==> config.mk <==
export PLATFORM = sky130hd
export DESIGN_NAME = if_stage
export DESIGN_NICKNAME = d
export VERILOG_FILES = /design/src/rtl/if_stage_pkg.sv /design/src/rtl/if_stage_if_id_reg.sv /design/src/rtl/if_stage.sv
export SDC_FILE = /design/constraint.sdc
export NUM_CORES = 1
export LEC_CHECK = 0
export ABC_AREA = 1
export CORE_MARGIN = 2
export CORE_UTILIZATION = 30
export DETAILED_ROUTE_END_ITERATION = 7
export GPL_TIMING_DRIVEN = 0
export MAX_ROUTING_LAYER = met4
export SLEW_MARGIN = 10
export SYNTH_ARGS = -nofsm -noshare
export SYNTH_HDL_FRONTEND = slang
export SYNTH_SLANG_ARGS = --single-unit
export TNS_END_PERCENT = 50
==> constraint.sdc <==
create_clock -name clk -period 1.6 [get_ports clk]
set_clock_uncertainty 0.15 [all_clocks]
set_input_delay 0.32 -clock clk [delete_from_list [all_inputs] [get_ports clk]]
set_output_delay 0.32 -clock clk [all_outputs]
set_load 0.02 [all_outputs]
==> src/rtl/if_stage_pkg.sv <==
// Shared pipeline definitions for the RV32 5-stage pipeline.
// Holds the datapath width, the default reset PC and bubble encoding, the
// instruction-fetch state encoding, the IF/ID register update select and
// the IF/ID bundle that is also consumed by id_stage.
package if_stage_pkg;

  localparam int unsigned       XLEN              = 32;
  localparam logic [XLEN-1:0]   RESET_PC_DEFAULT  = 32'h0000_0000;
  localparam logic [XLEN-1:0]   NOP_INSTR_DEFAULT = 32'h0000_0013; // addi x0,x0,0

  // IDLE    : nothing outstanding on the instruction memory port
  // WAIT    : one request outstanding, its response is wanted
  // DISCARD : one request outstanding, its response must be dropped
  typedef enum logic [1:0] {
    IDLE,
    WAIT,
    DISCARD
  } fetch_state_e;

  typedef enum logic [1:0] {
    IFID_HOLD,
    IFID_LOAD,
    IFID_BUBBLE
  } ifid_sel_e;

  typedef struct packed {
    logic            valid;
    logic [XLEN-1:0] instr;
    logic [XLEN-1:0] pc;
    logic [XLEN-1:0] pc4;
  } if_id_t;

  function automatic logic [XLEN-1:0] pc_plus4(input logic [XLEN-1:0] pc);
    return pc + 32'd4;
  endfunction

endpackage

==> src/rtl/if_stage_if_id_reg.sv <==
// IF/ID pipeline register.
// Ports:
//   clk, reset : clock and synchronous active-high reset
//   sel        : IFID_HOLD keeps contents, IFID_LOAD takes d,
//                IFID_BUBBLE clears valid / instr but keeps pc and pc4
//   d          : bundle to load
//   q          : registered bundle presented to ID
module if_id_reg
  import if_stage_pkg::*;
#(
  parameter logic [31:0] NOP_INSTR = NOP_INSTR_DEFAULT
) (
  input  logic      clk,
  input  logic      reset,
  input  ifid_sel_e sel,
  input  if_id_t    d,
  output if_id_t    q
);

  always_ff @(posedge clk) begin
    if (reset) begin
      q.valid <= 1'b0;
      q.instr <= NOP_INSTR;
      q.pc    <= '0;
      q.pc4   <= 32'd4;
    end else begin
      unique case (sel)
        IFID_LOAD: q <= d;
        IFID_BUBBLE: begin
          q.valid <= 1'b0;
          q.instr <= NOP_INSTR;
        end
        default: ; // IFID_HOLD
      endcase
    end
  end

endmodule

==> src/rtl/if_stage.sv <==
// Instruction fetch stage with IF/ID register.
// Owns the PC, issues single-outstanding requests on a req/gnt/rvalid
// instruction memory port, buffers one response while ID is stalled and
// redirects to redirect_pc on flush.
// Ports:
//   clk, reset                    : clock, synchronous active-high reset
//   stall_IFID                    : hold IF/ID (and PC unless a request is accepted)
//   flush, redirect_pc            : kill fetch, insert bubble, restart at redirect_pc
//   imem_req/imem_addr            : fetch request, address = pc_q
//   imem_gnt                      : request accepted this cycle
//   imem_rvalid/imem_rdata        : fetch response
//   valid_ID/instr_ID/pc_ID/pc4_ID: IF/ID register contents for decode
module if_stage #(
  parameter int unsigned     XLEN      = 32,
  parameter logic [XLEN-1:0] RESET_PC  = if_stage_pkg::RESET_PC_DEFAULT,
  parameter logic [XLEN-1:0] NOP_INSTR = if_stage_pkg::NOP_INSTR_DEFAULT
) (
  input  logic            clk,
  input  logic            reset,
  input  logic            stall_IFID,
  input  logic            flush,
  input  logic [XLEN-1:0] redirect_pc,
  output logic            imem_req,
  output logic [XLEN-1:0] imem_addr,
  input  logic            imem_gnt,
  input  logic            imem_rvalid,
  input  logic [XLEN-1:0] imem_rdata,
  output logic            valid_ID,
  output logic [XLEN-1:0] instr_ID,
  output logic [XLEN-1:0] pc_ID,
  output logic [XLEN-1:0] pc4_ID
);

  import if_stage_pkg::*;

  fetch_state_e    state_q, state_d;
  logic [XLEN-1:0] pc_q;
  logic [XLEN-1:0] req_pc_q;

  // One-entry hold buffer for a response that arrives while ID is stalled.
  logic            buf_valid_q;
  logic [XLEN-1:0] buf_instr_q;
  logic [XLEN-1:0] buf_pc_q;

  logic            fire;
  logic            resp_take;
  ifid_sel_e       ifid_sel;
  if_id_t          ifid_d;
  if_id_t          ifid_q;

  assign imem_addr = pc_q;
  assign fire      = imem_req & imem_gnt;
  // A response is only usable in WAIT; flush drops it.
  assign resp_take = (state_q == WAIT) & imem_rvalid & ~flush;

  // State register
  always_ff @(posedge clk) begin
    if (reset) state_q <= IDLE;
    else       state_q <= state_d;
  end

  // Next-state logic
  always_comb begin
    state_d = state_q;
    unique case (state_q)
      IDLE: begin
        // rvalid while IDLE (stale or illegal) is ignored
        if (fire) state_d = WAIT;
      end
      WAIT: begin
        if (flush)            state_d = imem_rvalid ? IDLE : DISCARD;
        else if (imem_rvalid) state_d = IDLE;
      end
      DISCARD: begin
        if (imem_rvalid) state_d = IDLE;
      end
      default: state_d = IDLE;
    endcase
  end

  // Outputs: request and IF/ID update select
  always_comb begin
    // A full buffer blocks requests only while it stays full; on stall
    // release it drains into IF/ID this cycle, so the next fetch may issue.
    imem_req = (state_q == IDLE) & (~buf_valid_q | ~stall_IFID) & ~reset & ~flush;

    ifid_d.valid = 1'b1;
    ifid_d.instr = imem_rdata;
    ifid_d.pc    = req_pc_q;
    ifid_d.pc4   = pc_plus4(req_pc_q);

    if (flush) begin
      ifid_sel = IFID_BUBBLE;
    end else if (stall_IFID) begin
      ifid_sel = IFID_HOLD;
    end else if (buf_valid_q) begin
      ifid_sel     = IFID_LOAD;
      ifid_d.instr = buf_instr_q;
      ifid_d.pc    = buf_pc_q;
      ifid_d.pc4   = pc_plus4(buf_pc_q);
    end else if (resp_take) begin
      ifid_sel = IFID_LOAD;
    end else begin
      ifid_sel = IFID_BUBBLE;
    end
  end

  // PC, request PC and hold buffer
  always_ff @(posedge clk) begin
    if (reset) begin
      pc_q        <= RESET_PC;
      req_pc_q    <= RESET_PC;
      buf_valid_q <= 1'b0;
      buf_instr_q <= '0;
      buf_pc_q    <= '0;
    end else begin
      if (flush)     pc_q <= redirect_pc;
      else if (fire) pc_q <= pc_plus4(pc_q);

      if (fire) req_pc_q <= pc_q;

      if (flush) begin
        buf_valid_q <= 1'b0;
      end else if (resp_take && stall_IFID) begin
        buf_valid_q <= 1'b1;
        buf_instr_q <= imem_rdata;
        buf_pc_q    <= req_pc_q;
      end else if (!stall_IFID) begin
        buf_valid_q <= 1'b0;
      end
    end
  end

  if_id_reg #(
    .NOP_INSTR (NOP_INSTR)
  ) u_if_id_reg (
    .clk   (clk),
    .reset (reset),
    .sel   (ifid_sel),
    .d     (ifid_d),
    .q     (ifid_q)
  );

  assign valid_ID = ifid_q.valid;
  assign instr_ID = ifid_q.instr;
  assign pc_ID    = ifid_q.pc;
  assign pc4_ID   = ifid_q.pc4;

endmodule
== Yosys cells after proc, flatten, opt, wreduce, memory -nomap -nowiden ==
Index checks and enable logic that the tools add are counted.
Storage, ports and cells
  register bits after elaboration: 228
  bits of input ports: 70
  output and inout port bits: 130
  word-level logic and storage cells: 53
Operators by class
  $add $sub $neg: 3
  equality and inequality tests: 6
  mux-type cells: 17
  bitwise logic cells: 11
  reduce and logical (&&, ||, !) cells: 6
Operators by type and width (number)
  $mux 96: 3
  $add 32x3->32 const B: 3
  $pmux 33 s2: 1
  $mux 32: 2
  $mux 2: 8
  $and 1x1->1: 6
  $pmux 2 s3: 1
  $eq 2x1->1 const B: 2
  $eq 2x2->1 const B: 2
  $not 1->1: 4
  $reduce_bool 2->1: 2
  $logic_not 2->1: 1
  $mux 1: 2
  $ne 2x1->1 const B: 1
  $ne 2x2->1 const B: 1
  $reduce_and 2->1: 1
  $reduce_or 2->1: 1
  $logic_and 1x1->1: 1
  $or 1x1->1: 1

== Longest topological paths before layout ==
  word-level depth: 9
  gate-level depth with buffers: 12

== Modules after synthesis ==
Synthesis repeated with hierarchy kept, for this count alone.
Unflattened totals
  cells, all modules: 1831
  area, all modules: 11860.1 um^2
By module, submodules not included
  if_stage: instances 1, cells an instance 1405, area each 8439.3 um^2
  if_id_reg: instances 1, cells an instance 426, area each 3420.8 um^2

== Least setup slack after synthesis ==
No wires, ideal clock.
  kind: reg-to-reg
  start point: register pc_q[2], in the netlist imem_addr[2]
  end point: register pc_q[30], in the netlist imem_addr[30]
  data arrival time: 1676 ps
  required time: 1341 ps
  path slack: -334 ps
  cell stages (with the launch flop): 13
  buffers on the path: 0
  period minus slack after synthesis: 1934 ps
  cells stage by stage: dfxtp_1 -> ha_1 -> nand2_2 -> nor2_4 -> nand3_4 -> nor2_4 -> nand3_4 -> nor2_4 -> nand2_1 -> nand2_1 -> nand3_1 -> nand2_1 -> inv_1
On the way
  longest elaborated chain between the ends: 3
RTL lines
  start: declaration: line if_stage.sv:37  | logic [XLEN-1:0] pc_q;
  start signal: assignment: line if_stage.sv:117  | if (flush) pc_q <= redirect_pc;
  start signal: assignment: line if_stage.sv:118  | else if (fire) pc_q <= pc_plus4(pc_q);
  $add 32x3->32: line if_stage_pkg.sv:34  | return pc + 32'd4;
  $mux 32: line if_stage.sv:118
  $mux 32: line if_stage.sv:117
No other way between the ends. The select of a mux whose other input is x is not followed.
A chain may end at the register's enable or synchronous reset.

== Final worst setup path ==
  start point: register buf_valid_q
  end point: output imem_req
On the way
  longest elaborated chain between the ends: 5
RTL lines
  start: declaration: line if_stage.sv:41  | logic buf_valid_q;
  start signal: assignment: line if_stage.sv:113  | buf_valid_q <= 1'b0;
  start signal: assignment: line if_stage.sv:123  | buf_valid_q <= 1'b0;
  start signal: assignment: line if_stage.sv:125  | buf_valid_q <= 1'b1;
  $not 1->1: line if_stage.sv:85  | imem_req = (state_q == IDLE) & (~buf_valid_q | ~stall_IFID) & ~reset & ~flush;
  $or 1x1->1: line if_stage.sv:85
  $and 1x1->1 (3 in series): line if_stage.sv:85
  end: declaration: line if_stage.sv:23  | output logic imem_req,
No other way between the ends.

==> metrics.yaml <==
fp-row-count: 71
grt.overflow.total: 0
worst_slack_ns: -0.277
crit_path_end_kind: "output port"
crit_start: "buf_valid_q"
dieArea_mm2: 0.0396
pwr-share-clk: 0.450
comb_power_share: 0.102
peakVddDrop_mv: 0.709
place_hpwl_um: 37400
ios: 200
clk_latency_ns: 0.56
grt_use_met3: 0.0285
die_h_um: 199
met2_usage: 0.403
rsz0062_at_grt: "true"
drt-vias-per-instance: 5.08
wl_um: 51100
synth_mux_area_frac: 0
nNetsFinal: 2118
cap_violations: 0
met1_usage: 0.341
synth.distinct_cells: 48
synthTopCellsByArea: "dfxtp_1, nand2_1, o21ai_0, a21oi_1, nor2_1"
switching_share: 0.270
antenna_cells: 0
synth_area_mm2: 0.0114
drc: 0
whs_ns: 0.0173
grt_max_degree: 14
regArea_mm2: 0.00474
synth_nets: 1790
final-hold-violation-count: 0
post_synth_fa_ha_maj_area_fraction: 0.00329
htree_levels: 1
grt.busiest_layer: "met2"
postPlaceCellArea_mm2: 0.0141
hold_path.class: "in -> reg"
slowest_delay_ns: 0.35
post-place-ws_ns: -1.03
clk_pin_slew_worst_paths_ns: 0.06
cts_buffers: 26
slew_headroom: 0.432
synth_xor_area_frac: 0.0138
p_seq_frac: 0.448
initial_core_util: 0.304
fmax_mhz: 533
worst_pin_slew_ns: 0.852
synth.avg_cell_area_um2: 6.65
synth-edff-count: 0
ys_seq_elements: 226
setup_viol: 159
p_leak_nw: 7.00
die_w_um: 199
fin_tns_setup_ns: -14.19
period_needed_ns: 1.88
crit_chain: "nand2_2 > nand3_2 > nor3_4 > buf_6"
crit_fanout: 3
grt_pass1_wl_um: 73300
min_from: "flush"
place_congestion: 0.932
synth_top_family_by_area: "simple AND/OR/NAND/NOR gates"
crit_type: "reg -> out"
p_int_mw: 9.68
synth-compound-area-share: 0.189
p_total_mw: 13.3
cp-start-kind: "flip-flop"
cts_root_buf: "clkbuf_16"
wire_per_inst_um: 19.8
first_pass_iters: 6
worst_ep_arrival_time_ns: 1.41
syn_to_final_growth_pct: 50.2
drv_slew: 0
multi_input_area_mm2: 0.00710
p_sw_mw: 3.57
fin_crit_sh: 1.17
antenna_found_initial: 0
clock_path_buffers: 3
ys_async_sr_fraction: 0
clock_sinks: 226
drive_gt1_frac: 0.347
syn_inst: 1717
synth_top_area_share: 0.396
numPortBuffers: 197
core_area_mm2: 0.0376
synth_simple_gate_area_frac: 0.312
p_per_area_mw_per_mm2: 774
r2r_start: "buf_pc_q[3]"
finish.instance_area_mm2: 0.0171
grt.total_usage: 0.252
synth-seq-area-share: 0.396
yosys_most_used_dff: "dfxtp_1"
cp_data_required_time_ns: 1.13
ant_nets: 0
drtIter0Drc: 972
fill_cells: 3853
worst-path-buf-inv: 1
crit_family: "flip-flops"
grt_pass1_vias: 12116
yosys_warnings: 0
stdcell_count: 2576
status: "finished, violations left"
cts_tree: "built"
vias: 13081
cp_slowest_cell: "dfxtp_4"
dp_cells: 2425
violations: "negative setup slack"
finalCoreUtilization: 0.456
yosys.area.top_type: "dfxtp_1"
==> final cells by class <==
| class | count | share of cell area |
|---|---|---|
| Timing Repair Buffer | 303 | 0.142 |
| Sequential cell | 226 | 0.276 |
| Clock inverter | 8 | 0.00343 |
| Tap cell | 511 | 0.0373 |
| Clock buffer | 40 | 0.0463 |
| Buffer | 92 | 0.0487 |
| Inverter | 133 | 0.0313 |
| Multi-Input combinational cell | 1263 | 0.415 |
==> sequential cells by signal, summed over array words and instances, names as in the netlist <==
register and cells:
buf_instr_q 32, buf_pc_q 32, buf_valid_q 1, imem_addr 32
req_pc_q 32, state_q 2, u_if_id_reg.q 95
==> cells by family after synthesis <==
kind of cell / count (synthesis)
DFF: 226
AOI/OAI and AO/OA: 407
xor gates and xnor gates: 18
and+or+nand+nor: 835
adders and majority gates: 3
buffers and inverters: 228
==> final timing paths <==
check | endpoint | slack, ns | cells after the start
min | state_q[1] | 0.02 | 3
max reg2reg | u_if_id_reg.q[14] | -0.21 | 10
max | imem_req | -0.28 | 4
min reg2reg | u_if_id_reg.q[74] | 0.31 | 2
==> synth_stat cells, types with 8 or more instances <==
cell / number
nor2_2: 14
nand2_1: 490
inv_1: 125
buf_4: 12
nor3_1: 9
o21ai_1: 28
xor2_1: 17
nand2_2: 8
nand3_1: 80
a21oi_1: 150
nor2_1: 183
dfxtp_1: 226
buf_2: 39
clkbuf_1: 39
o21ai_0: 163
a31oi_1: 43
nand4_1: 17
==> placed cells by master, fill, tap and decap left out, drive strengths merged, types with 4 or more instances in the layout <==
cell | netlist | routed
a21oi | 151 | 151
a31oi | 43 | 43
buf | 54 | 282
clkbuf | 41 | 84
clkdlybuf4s50 | 0 | 66
clkinv | 2 | 8
clkinvlp | 0 | 4
dfxtp | 226 | 226
inv | 131 | 129
nand2 | 499 | 499
nand3 | 87 | 87
nand3b | 6 | 6
nand4 | 17 | 17
nor2 | 203 | 203
nor3 | 16 | 16
o211ai | 7 | 7
o21ai | 191 | 191
o22ai | 4 | 4
xor2 | 17 | 17
==> tightest hold or removal path, cell delays in order <==
cell       delay [ns]
buf_6            0.13
a21oi_1          0.15
a2111oi_0        0.07
==> power groups by stage <==
stage          Combinational, mW  Clock, mW  Sequential, mW
2_1_floorplan              0.539          0            6.08
3_3_place_gp                1.17          0            6.08
3_5_place_dp                1.18          0            6.08
4_1_cts                     1.23       6.02            5.93
5_1_grt                     1.46       6.29            5.95
6_report                    1.35       5.97            5.94
==> per-layer routing <==
metal  routed length, um  part of all wire
met3                3160             0.062
met2               23300              0.46
met1               23000              0.45
met5                   0                 0
met4                1630             0.032
==> timing repair <==
action,4_1_cts,5_1_grt
endpoints found under the setup margin,354,245
pin swaps,44,65
resized for setup,877,305
gates cloned,2,9
hold endpoints to repair,1,0
hold buffers,1,0
setup buffers,52,43
Note: power is estimated with default switching activity, not from simulation.
